`src/rtl/srl_fifo.sv`:
```
// srl_fifo: valid/ready FIFO built on an enable-gated shift chain so synthesis maps storage onto SRL16E/SRLC32E primitives with a dynamic read address.
// Ports: clk, rst_n (async active-low); in_valid/in_ready/in_data write side;
//   out_valid/out_ready/out_data read side; count = entries held.
// Build option: define SRL_FIFO_OUTREG_EN to add a registered output stage (capacity DEPTH+1).
module srl_fifo #(
  parameter int WIDTH = 8,
  parameter int DEPTH = 32,
`ifdef SRL_FIFO_OUTREG_EN
  // extra output entry raises capacity to DEPTH+1, which must fit in count
  parameter int AW = $clog2(DEPTH + 2)
`else
  parameter int AW = $clog2(DEPTH + 1)
`endif
) (
  input  logic             clk,
  input  logic             rst_n,
  input  logic             in_valid,
  output logic             in_ready,
  input  logic [WIDTH-1:0] in_data,
  output logic             out_valid,
  input  logic             out_ready,
  output logic [WIDTH-1:0] out_data,
  output logic [AW-1:0]    count
);
  localparam int RW = $clog2(DEPTH);
  logic [WIDTH-1:0] sr [DEPTH];
  logic [AW-1:0]    cnt;
  logic [RW-1:0]    ra;
  logic             push;
  logic             deq;
  assign in_ready = cnt != AW'(DEPTH);
  assign push     = in_valid & in_ready;
  // head is the oldest entry, cnt-1 stages down the chain
  assign ra       = RW'(cnt - AW'(1));
  // no reset and push as the sole enable keep the chain SRL-mappable
  always_ff @(posedge clk) begin
    if (push) begin
      sr[0] <= in_data;
      for (int i = 1; i < DEPTH; i++) sr[i] <= sr[i-1];
    end
  end
  always_ff @(posedge clk or negedge rst_n) begin
    if (!rst_n) cnt <= '0;
    else        cnt <= cnt + AW'(push) - AW'(deq);
  end
`ifdef SRL_FIFO_OUTREG_EN
  logic             ovalid;
  logic [WIDTH-1:0] oreg;
  // refill the output flop whenever it is empty or being consumed
  assign deq = (cnt != '0) & (!ovalid | out_ready);
  always_ff @(posedge clk or negedge rst_n) begin
    if (!rst_n) begin
      ovalid <= 1'b0;
      oreg   <= '0;
    end else begin
      ovalid <= deq | (ovalid & !out_ready);
      if (deq) oreg <= sr[ra];
    end
  end
  assign out_valid = ovalid;
  assign out_data  = oreg;
  assign count     = cnt + AW'(ovalid);
`else
  assign out_valid = cnt != '0;
  assign deq       = out_valid & out_ready;
  assign out_data  = sr[ra];
  assign count     = cnt;
`endif
endmodule
```
`config.mk`:
```
export PLATFORM = sky130hd
export DESIGN_NAME = srl_fifo
export DESIGN_NICKNAME = d
export VERILOG_FILES = /design/src/rtl/srl_fifo.sv
export SDC_FILE = /design/constraint.sdc
export NUM_CORES = 1
export LEC_CHECK = 0
export BUFFER_PORTS_ARGS = -buffer_cell sky130_fd_sc_hd__buf_4
export CORE_MARGIN = 1.5
export CORE_UTILIZATION = 66
export DETAILED_ROUTE_END_ITERATION = 16
export MAX_ROUTING_LAYER = met4
export PLACE_DENSITY = 0.87
export SLEW_MARGIN = 20
export SYNTH_ARGS = -nofsm -noshare
export SYNTH_HDL_FRONTEND = slang
export SYNTH_SLANG_ARGS = --single-unit
```
`constraint.sdc`:
```
create_clock -name clk -period 20.2 [get_ports clk]
set_input_delay 4.04 -clock clk [delete_from_list [all_inputs] [get_ports clk]]
set_output_delay 4.04 -clock clk [all_outputs]
set_load 0.02 [all_outputs]
```
==> flow_summary.toml <==
[grt]
grt_max_degree = 187
grt_use_met2 = 0.356
antenna_found_initial = 0
use_met1 = 0.345
grt_overflow = 0
grt_pass1_vias = 4997
grt_pass1_wl_um = 28500
grt_use_total = 0.236
top_usage_layer = "met2"
use_met3 = 0.0387

[flow_run]
max-cap-violations = 0

[worst_setup_path]
crit_path_frequent_cell = "buf_4"
worstSetupPathType = "flop to output port"
worstPathArrival_ps = 3670
worstPathCellList = "buf_4, a21boi_2, xnor2_2, o211ai_1, and4_1, buf_4"
crit_required_ps = 16160
end_kind = "output port"
cp_max_fo = 50
crit_slowest_cell = "buf_4"
cpPeakStageDelay_ps = 790
crit_family = "buffers and inverters"
cp_num_buf_inv = 2
start_kind = "flop"

[cells_and_area]
fill_cells = 803
final_cell_count_no_fill = 739
drive_gt1_frac = 0.258
fin_util = 0.761
final_nets = 536
ff_latch_area_um2 = 7840
area_growth_pct = 11.4
final_cell_area_um2 = 11600
antenna_cells = 0
multiInputGateArea_um2 = 2450

[placement]
placed_cell_area_um2 = 10900
place_hpwl_um = 9450
placedCellCount = 693
io_buffers = 27
gp_congestion = 0.763

[logic_synthesis]
avgSynthCellArea_um2 = 22.1
synth_area_um2 = 10500
synth_warnings = 0
synthCells = 474
synth_top_area_cell = "edfxtp_1"
synth_area_leaders = "edfxtp_1 (73%), mux4_2 (14%), mux2i_1 (3.1%)"
synth_seq_area_share = 0.749
ys_types = 32
synth_top_area_frac = 0.735
syn_nets = 500
synth_seq_cells = 262

[detailed_routing]
remaining_drc_errors = 0
finalWirelength_um = 18000
drtAntennaViolNets = 0
wl_per_cell_um = 24.4
via_count = 4870
first_iter_violations = 605
viasPerCell = 6.59
drtPass1Iterations = 6

[worst_hold_path]
hold_path.class = "flop to flop"

[sta]
fmax_ghz = 0.130
maxSlewHeadroom = 0.340
hold_viol_final = 0
finalCriticalPeriod_ps = 7710
setup_viol = 0
drv_slew = 0
min_period_over_period = 0.382
tightest_slew_ps = 990
holdWs_ps = 443
fin_tns_setup_ps = 0
rsz0062_at_grt = "false"
skew_ps = 7.85

[power_and_ir_drop]
peakVddDrop_mv = 0.110
cellPowerDensity_nw_per_um2 = 169
p_leak_uw = 0.00400

[floorplan]
initial_utilization = 0.683
chipHeight_um = 129
coreArea_um2 = 15300
dieArea_um2 = 16600
die_w_um = 129
row_count = 45
num_io_pins = 28

[clocking]
cts_setup_buffers = 0
clock_sinks = 262
clockBufferDepth = 3
clk_latency_ps = 520
cts.root.buffer_cell = "clkbuf_16"
postCtsHoldBufs = 0
h-tree-depth = 1
cts.clk_slew.worst_paths_ps = 60
cts_buffers = 26
cts_tree = "built"
cts_resized = 0

[outcome]
status = "finished clean"
==> Yosys cell counts (all sizes together) <==
cell and instances:
a2111oi 1, a21boi 1, a21o 2, a21oi 3, a311oi 1, and2 1
and3 1, and4 8, buf 18, clkbuf 6, dfrtp 6, edfxtp 256
fa 1, ha 13, inv 13, mux2 1, mux2i 32, mux4 64
nand2 1, nand2b 1, nand3 3, nand4 16, nor2 1, o211ai 16
o21bai 2, xnor2 4, xor2 2
==> per-stage QoR <==
step           total power (µW)  setup WS, ps
2_1_floorplan              1300         10540
3_3_place_gp               1480         13130
4_1_cts                    1980         12400
6_report                   1970         12490
3_5_place_dp               1500         13010
5_1_grt                    2050         12210
==> final cells by class <==
class | instances | share of cell area
multi-input combinational | 175 | 0.210
inverter | 13 | 0.00526
tap | 211 | 0.0227
clock inverter | 12 | 0.00784
sequential | 262 | 0.673
clock buffer | 34 | 0.0603
timing repair buffer | 32 | 0.0206
==> logic make-up (layout without fill, tap and decap cells) <==
kind of cell | after synthesis | in the layout | share of synthesized area
AO/OA/AOI/OAI | 26 | 26 | 0.0185
buffers and inverters | 37 | 91 | 0.0187
AND/OR/NAND/NOR | 32 | 32 | 0.0202
multiplexers | 97 | 97 | 0.169
adder cells (fa/ha/maj) | 14 | 14 | 0.0175
flip-flops | 262 | 262 | 0.749
XOR/XNOR | 6 | 6 | 0.00646
==> routing by layer <==
layer / vias to the layer above / wire, µm
met5: - / 0
met4: 0 / 333
met3: 29 / 1010
met2: 191 / 8930
met1: 2577 / 7730
li1: 2073 / -
==> cells in the final DEF, fill, tap and decap left out, types with 3 or more instances in the layout <==
master,instances
edfxtp_1,256
mux4_2,64
mux2i_1,32
buf_4,32
clkbuf_16,27
nand4_1,16
o211ai_1,16
inv_1,12
ha_1,12
and4_1,8
clkbuf_1,7
clkinv_1,7
dfrtp_1,5
nand3_1,3
a21oi_1,3
==> sequential cells by signal, indices dropped and copies added, names as in the netlist <==
| register | flops |
|---|---|
| count | 6 |
| sr | 256 |
==> report_power, final <==
group | leakage [µW] | internal, µW | switching (µW)
clock | 0.000385 | 257 | 197
sequential | 0.00257 | 677 | 44.9
combinational | 0.00105 | 360 | 434
==> final timing paths <==
kind	from	to	slack [ps]	cells past startpoint
hold reg to reg	sr[1][4]$_DFFE_PP_	sr[2][4]$_DFFE_PP_	440	0
setup reg to reg	count[0]$_DFF_PN0_	sr[16][6]$_DFFE_PP_	16980	6
min in group asynchronous	rst_n	count[2]$_DFF_PN0_	3320	1
hold / removal	sr[1][4]$_DFFE_PP_	sr[2][4]$_DFFE_PP_	440	0
setup / recovery	count[0]$_DFF_PN0_	out_data[3]	12490	6
max in group asynchronous	rst_n	count[0]$_DFF_PN0_	16740	1
==> worst reg2reg max path, delay by kind of cell (launching register included) <==
kind / cells / cell delay [ps]
DFF: 1 / 640
adders and majority gates: 1 / 260
and+or+nand+nor: 2 / 290
buffers and inverters: 3 / 1630
No activity file was read; power rests on OpenSTA's default activity.
